--- src/rtl/half_adder_pkg.sv ---
// Shared constants and result type for the registered half adder.
// The carry statistics counter is built only when HALF_ADDER_STATS_EN is defined.
package half_adder_pkg;

    localparam int WIDTH_DEF = 1;
    localparam int CNT_W     = 16;
    localparam int MAX_W     = 64;

    // Sized for the widest legal operand; narrower instances use the low bits of sum.
    typedef struct packed {
        logic             c_out;
        logic [MAX_W-1:0] sum;
    } result_t;

    function automatic logic [CNT_W-1:0] sat_inc(input logic [CNT_W-1:0] v);
        return (v == '1) ? v : v + CNT_W'(1);
    endfunction

endpackage

--- src/rtl/half_adder_core.sv ---
// Purely combinational WIDTH-bit adder with no carry-in; c_out is bit WIDTH of a+b.
module half_adder_core
    import half_adder_pkg::*;
#(
    parameter int WIDTH = WIDTH_DEF
) (
    input  logic [WIDTH-1:0] a,
    input  logic [WIDTH-1:0] b,
    output logic [WIDTH-1:0] sum,
    output logic             c_out
);

    logic [WIDTH:0] w_full;

    assign w_full = {1'b0, a} + {1'b0, b};
    assign sum    = w_full[WIDTH-1:0];
    assign c_out  = w_full[WIDTH];

endmodule

--- src/rtl/half_adder.sv ---
// Registered half adder with a valid/ready stage on each side, one result per cycle.
// Define HALF_ADDER_STATS_EN to add the saturating carry_cnt output.
module half_adder
    import half_adder_pkg::*;
#(
    parameter int WIDTH = WIDTH_DEF
) (
    input  logic             clk,
    input  logic             rst_n,
    input  logic [WIDTH-1:0] a,
    input  logic [WIDTH-1:0] b,
    input  logic             in_valid,
    output logic             in_ready,
    output logic [WIDTH-1:0] sum,
    output logic             c_out,
    output logic             out_valid,
    input  logic             out_ready
`ifdef HALF_ADDER_STATS_EN
    ,
    output logic [CNT_W-1:0] carry_cnt
`endif
);

    // Handshake: a side transfers on a rising edge where its valid and ready are both 1.
    // The stage can take a new pair whenever it is empty or its result leaves this edge.
    logic [WIDTH-1:0] w_sum;
    logic             w_c_out;
    logic             w_in_xfer;
    logic             w_out_xfer;
    result_t          w_res;
    result_t          r_res;
    logic             r_valid;

    half_adder_core #(.WIDTH(WIDTH)) u_core (
        .a     (a),
        .b     (b),
        .sum   (w_sum),
        .c_out (w_c_out)
    );

    always_comb begin
        w_res                = '0;
        w_res.sum[WIDTH-1:0] = w_sum;
        w_res.c_out          = w_c_out;
    end

    assign in_ready   = !r_valid || out_ready;
    assign w_in_xfer  = in_valid && in_ready;
    assign w_out_xfer = r_valid && out_ready;

    always_ff @(posedge clk) begin
        if (!rst_n) begin
            r_valid <= 1'b0;
            r_res   <= '0;
        end else if (w_in_xfer) begin
            r_valid <= 1'b1;
            r_res   <= w_res;
        end else if (w_out_xfer) begin
            r_valid <= 1'b0;
        end
    end

    assign sum       = r_res.sum[WIDTH-1:0];
    assign c_out     = r_res.c_out;
    assign out_valid = r_valid;

    // Upper struct bits stay zero for narrow instances and are never read.
    generate
        if (WIDTH < MAX_W) begin : g_pad
            logic w_unused_pad;
            assign w_unused_pad = |r_res.sum[MAX_W-1:WIDTH];
        end
    endgenerate

`ifdef HALF_ADDER_STATS_EN
    logic [CNT_W-1:0] r_carry_cnt;

    always_ff @(posedge clk) begin
        if (!rst_n) begin
            r_carry_cnt <= '0;
        end else if (w_in_xfer && w_c_out) begin
            r_carry_cnt <= sat_inc(r_carry_cnt);
        end
    end

    assign carry_cnt = r_carry_cnt;
`endif

endmodule

--- config.mk ---
export PLATFORM = sky130hd
export DESIGN_NAME = half_adder
export DESIGN_NICKNAME = d
export VERILOG_FILES = /design/src/rtl/half_adder_pkg.sv /design/src/rtl/half_adder_core.sv /design/src/rtl/half_adder.sv
export SDC_FILE = /design/constraint.sdc
export NUM_CORES = 1
export LEC_CHECK = 0
export CAP_MARGIN = 5
export CELL_PAD_IN_SITES_DETAIL_PLACEMENT = 1
export CELL_PAD_IN_SITES_GLOBAL_PLACEMENT = 1
export CORE_AREA = 2 2 39 41
export CTS_CLUSTER_SIZE = 10
export DETAILED_ROUTE_END_ITERATION = 16
export DIE_AREA = 0 0 41 43
export HOLD_SLACK_MARGIN = 0.05
export MAX_ROUTING_LAYER = met4
export PLACE_DENSITY = 0.52
export REMOVE_ABC_BUFFERS = 1
export SLEW_MARGIN = 15
export SYNTH_ARGS = -nofsm -noshare
export SYNTH_HDL_FRONTEND = slang
export SYNTH_SLANG_ARGS = --single-unit
--- constraint.sdc ---
create_clock -name clk -period 1.4 [get_ports clk]
set_input_delay 0.21 -clock clk [delete_from_list [all_inputs] [get_ports clk]]
set_output_delay 0.21 -clock clk [all_outputs]
set_load 0.03 [all_outputs]
**Word level (Yosys, flattened, before mapping)**

Index checks and enable logic that the tools add are counted.

- Magnitude comparators: 0
- $mul: 0
- Shifts and indexed selects: 0
- Bitwise operators: 0
- Add/sub/neg operators: 1
- Mux-type cells: 2
- Eq/ne operators: 0
- Reduce and logical (&&, ||, !) cells: 5
- Divide/modulo/power cells: 0

Operators with widths:

| cell | count |
|---|---|
| $add A1 B1 Y2 | 1 |
| $logic_and A1 B1 Y1 | 2 |
| $mux W1 | 2 |
| $reduce_bool A2 Y1 | 1 |
| $logic_not A1 Y1 | 1 |
| $logic_or A1 B1 Y1 | 1 |

- Bits in registers: 3
- Bits in read-only memories: 0
- Latch bits: 0
- Memories: 0
- Output and inout port bits: 4
- Memory bits (writable): 0

**Logic depth before layout (Yosys ltp)**

- Depth after elaboration: 4
- Depth in mapped cells: 3
- Mapped depth without buffers: 3

**Hierarchy**

From an unflattened synthesis, not the netlist that was laid out.

- Cells, all modules: 14
- Area total of the unflattened synthesis: 143.9 µm²

By module, submodules not included:

| module | instances | area each (µm²) | cells an instance |
|---|---|---|---|
| half_adder | 1 | 131.4 | 13 |
| half_adder_core | 1 | 12.5 | 1 |

**Least setup slack after synthesis**

No wires, ideal clock.

- Path kind: reg2reg
- Start point: reg r_valid, in the netlist out_valid
- End point: reg r_res, in the netlist c_out
- Cell stages (with the launch flop): 4
- Path slack: 0.348 ns
- Period minus slack after synthesis: 1.052 ns
- Arrival time: 0.984 ns
- Path buffers: 0
- Setup time: 0.067 ns
- Cells stage by stage: dfxtp_1 -> nand2b_4 -> and2_4 -> o21ai_2

- Word-level cells in the longest chain between the ends: 3

Ends and longest elaborated chain:

| what | RTL line | RTL |
|---|---|---|
| start: declaration | half_adder.sv:32 | `logic r_valid;` |
| start signal: assignment | half_adder.sv:53 | `r_valid <= 1'b0;` |
| start signal: assignment | half_adder.sv:56 | `r_valid <= 1'b1;` |
| start signal: assignment | half_adder.sv:59 | `r_valid <= 1'b0;` |
| $logic_not A1 Y1 | half_adder.sv:47 | `assign in_ready = !r_valid \|\| out_ready;` |
| $logic_or A1 B1 Y1 | half_adder.sv:47 |  |
| net in_ready | half_adder.sv:13 | `output logic in_ready,` |
| $logic_and A1 B1 Y1 | half_adder.sv:48 | `assign w_in_xfer = in_valid && in_ready;` |
| end signal: assignment | half_adder.sv:57 | `r_res <= w_res;` |
| end: declaration | half_adder.sv:31 | `result_t r_res;` |

The timed path passes the listed nets, and every way through them passes these cells.
A chain may end at the register's enable or synchronous reset.

**Worst setup path in the final report**

- Start point: reg r_valid, in the netlist out_valid
- End point: out out_valid

RTL lines:

| what | RTL line | RTL |
|---|---|---|
| end: declaration | half_adder.sv:16 | `output logic out_valid,` |

No word-level cell between the ends.

==> results.ini <==
[status]
status = completed

[drt]
drc = 0
routed_wirelength_um = 405
drt-pass1-iter-count = 2
viasPerCell = 3.512
avgRoutedWirePerCell_um = 9.419
first_iter_violations = 4
postRouteAntennaNets = 0
num_vias = 151

[place]
place_ws_ns = 0.1398
io_buffers = 9
place_congestion = 0.5568
post-place-cells = 39

[clock_tree]
cts-root-buf = clkbuf_4
cts_tree = built
clock_path_buffers = 2
htree_levels = 1
post_cts_buffers = 0
clock_sinks = 3
path_clk_slew_ns = 0.04
clock_latency_ns = 0.23
cts_buffers = 3

[synthesis]
ys_seq_area_share_pct = 41.74
syn-cell-area_um2 = 143.9
ys_seq_elements = 3
netlist.top_cell.by_area = dfxtp_1
synth_top_flop_cell = dfxtp_1
synth_common_cells = dfxtp_1, nand2_1, nand4_1, o21ai_2
avgSynthCellArea_um2 = 10.28
postSynthCellCount = 14
synth_edf_count = 0
synth_area_leaders = dfxtp_1, o21ai_2, nand2b_4
synth_cell_type_count = 9
synth.most_common_cell = dfxtp_1
synth_warnings = 0
synth_top_area_share_pct = 41.74
ys_async_sr_fraction_pct = 0

[timing]
worst_slew_pin_slew_ns = 0.3027
maxSlewHeadroom_pct = 79.90
clock.fmax_mhz = 815.8
fin_tns_setup_ns = 0
period_needed_ns = 1.226
final.setup_skew_ns = 0.001222
setup-violations-final = 0
rsz0062_at_grt = no
finalHoldViolCount = 0
drv_slew = 0
fin_ws_ns = 0.1742
min_period_over_period_pct = 87.56

[power]
ir_worst_vdd_mv = 0.1786
leakagePower_nw = 0.1228
p_int_mw = 0.2263
power.density_nw_per_um2 = 1117
switching_share_pct = 26.09
clkPwrFrac_pct = 50.7
seqPwrFrac_pct = 30.9
combPwrFrac_pct = 18.4
p_sw_mw = 0.07988

[critical_path]
crit_fanout = 2
crit_family = buffers and inverters
cp_data_required_time_ns = 1.19
cp.depth = 1
max_stage_delay_ns = 0.42
ff2ff_path_depth = 3
end_kind = output port
cp.buffers_inverters = 1
cp.arrival_ns = 1.02
cp-start-kind = flip-flop
critical_path_class = flip-flop to output port
cp_cell_sequence = dlygate4sd2_1
slowest_stage = dlygate4sd2_1

[hold_path]
hold_path.class = flip-flop to flip-flop
holdPathStages = 2

[global_route]
grt_first_pass_wirelength_um = 621
grt_antenna_before_repair = 0
grt_usage_pct = 6.166
grt_pass1_vias = 175
grt_overflow_total = 0
grt_max_degree = 6

[finish]
fin_cells = 43
n_antenna_cell = 0
fin_nets = 35
synthToLayoutAreaGrowth_pct = 90.43
drive_gt1_share_pct = 29.63

[floorplanning]
dieArea_um2 = 1763
fp.dieH_um = 43
num_rows = 14
pin_count = 10
core_area_um2 = 1384
fp.dieW_um = 41
start_util_pct = 10.40

[run]
drv_cap = 0

==> worst paths after layout <==
kind	slack [ns]	to	from
hold reg to reg	0.46	sum$_SDFFE_PN0P_	sum$_SDFFE_PN0P_
setup reg to reg	0.60	sum$_SDFFE_PN0P_	out_valid$_SDFFE_PN0P_
hold / removal	0.46	sum$_SDFFE_PN0P_	sum$_SDFFE_PN0P_
setup / recovery	0.17	out_valid	out_valid$_SDFFE_PN0P_
==> layout make-up <==
class                      instances  area, um^2
inverter                           1       3.754
clock buffer                       4       26.28
timing repair buffer               9       83.83
multi-input combinational         10       80.08
sequential                         3       60.06
tap                               16       20.02
fill                             161        1110
==> timing repair <==
action                     4_1_cts  5_1_grt
setup endpoints to repair        3        0
hold buffers                     0        0
resized for setup                3        0
==> power by group through the flow <==
stage,Combinational (mW),Clock (mW),Sequential [mW]
global placement,0.0597,0,0.0960
floorplan,0.0181,0,0.106
detailed placement,0.0606,0,0.0962
finish,0.0564,0.155,0.0945
CTS,0.0572,0.161,0.0947
global route,0.0605,0.170,0.0952
==> cell families (layout without fill, tap and decap cells) <==
logic type / after synthesis / count (layout) / synth area share (%)
adders and majority gates: 1 / 1 / 8.694
buffers and inverters: 1 / 14 / 2.606
and+or+nand+nor: 6 / 6 / 29.56
DFF: 3 / 3 / 41.74
AOI/OAI and AO/OA: 3 / 3 / 17.40
==> cell usage in the layout (no fill, tap or decap), drive strengths merged <==
cell type and count:
nand4 2, nand2b 1, dfxtp 3, dlygate4sd2 3, ha 1, and2 1
clkbuf 4, inv 1, buf 1, nand2 2, clkdlybuf4s50 5, a21boi 1
o21ai 2
==> per-layer routing <==
layer / track usage, % / wire, um
met3: 3.665 / 82
met5: - / 0
met2: 7.813 / 148
met4: 8.000 / 23
met1: 5.128 / 151
==> sequential cells by signal, indices dropped and copies added, names as in the netlist <==
name,flops
c_out,1
out_valid,1
sum,1
==> through the flow <==
stage	instance area, um^2	utilization (%)	hold WS [ns]	total power [mW]
3_5_place_dp	251.5	18.17	0.4581	0.1568
4_1_cts	274.0	19.80	0.4616	0.3128
6_report	274.0	19.80	0.4571	0.3062
2_1_floorplan	143.9	-	0.3488	0.1246
5_1_grt	274.0	19.80	0.4978	0.3255
3_3_place_gp	251.5	18.17	0.4570	0.1557
==> worst register-to-register path: stages, from the launching register on <==
cell	delay (ns)
dfxtp_1	0.37
nand2b_4	0.08
and2_4	0.17
o21ai_2	0.12
Power figures use the tool's default switching activity.
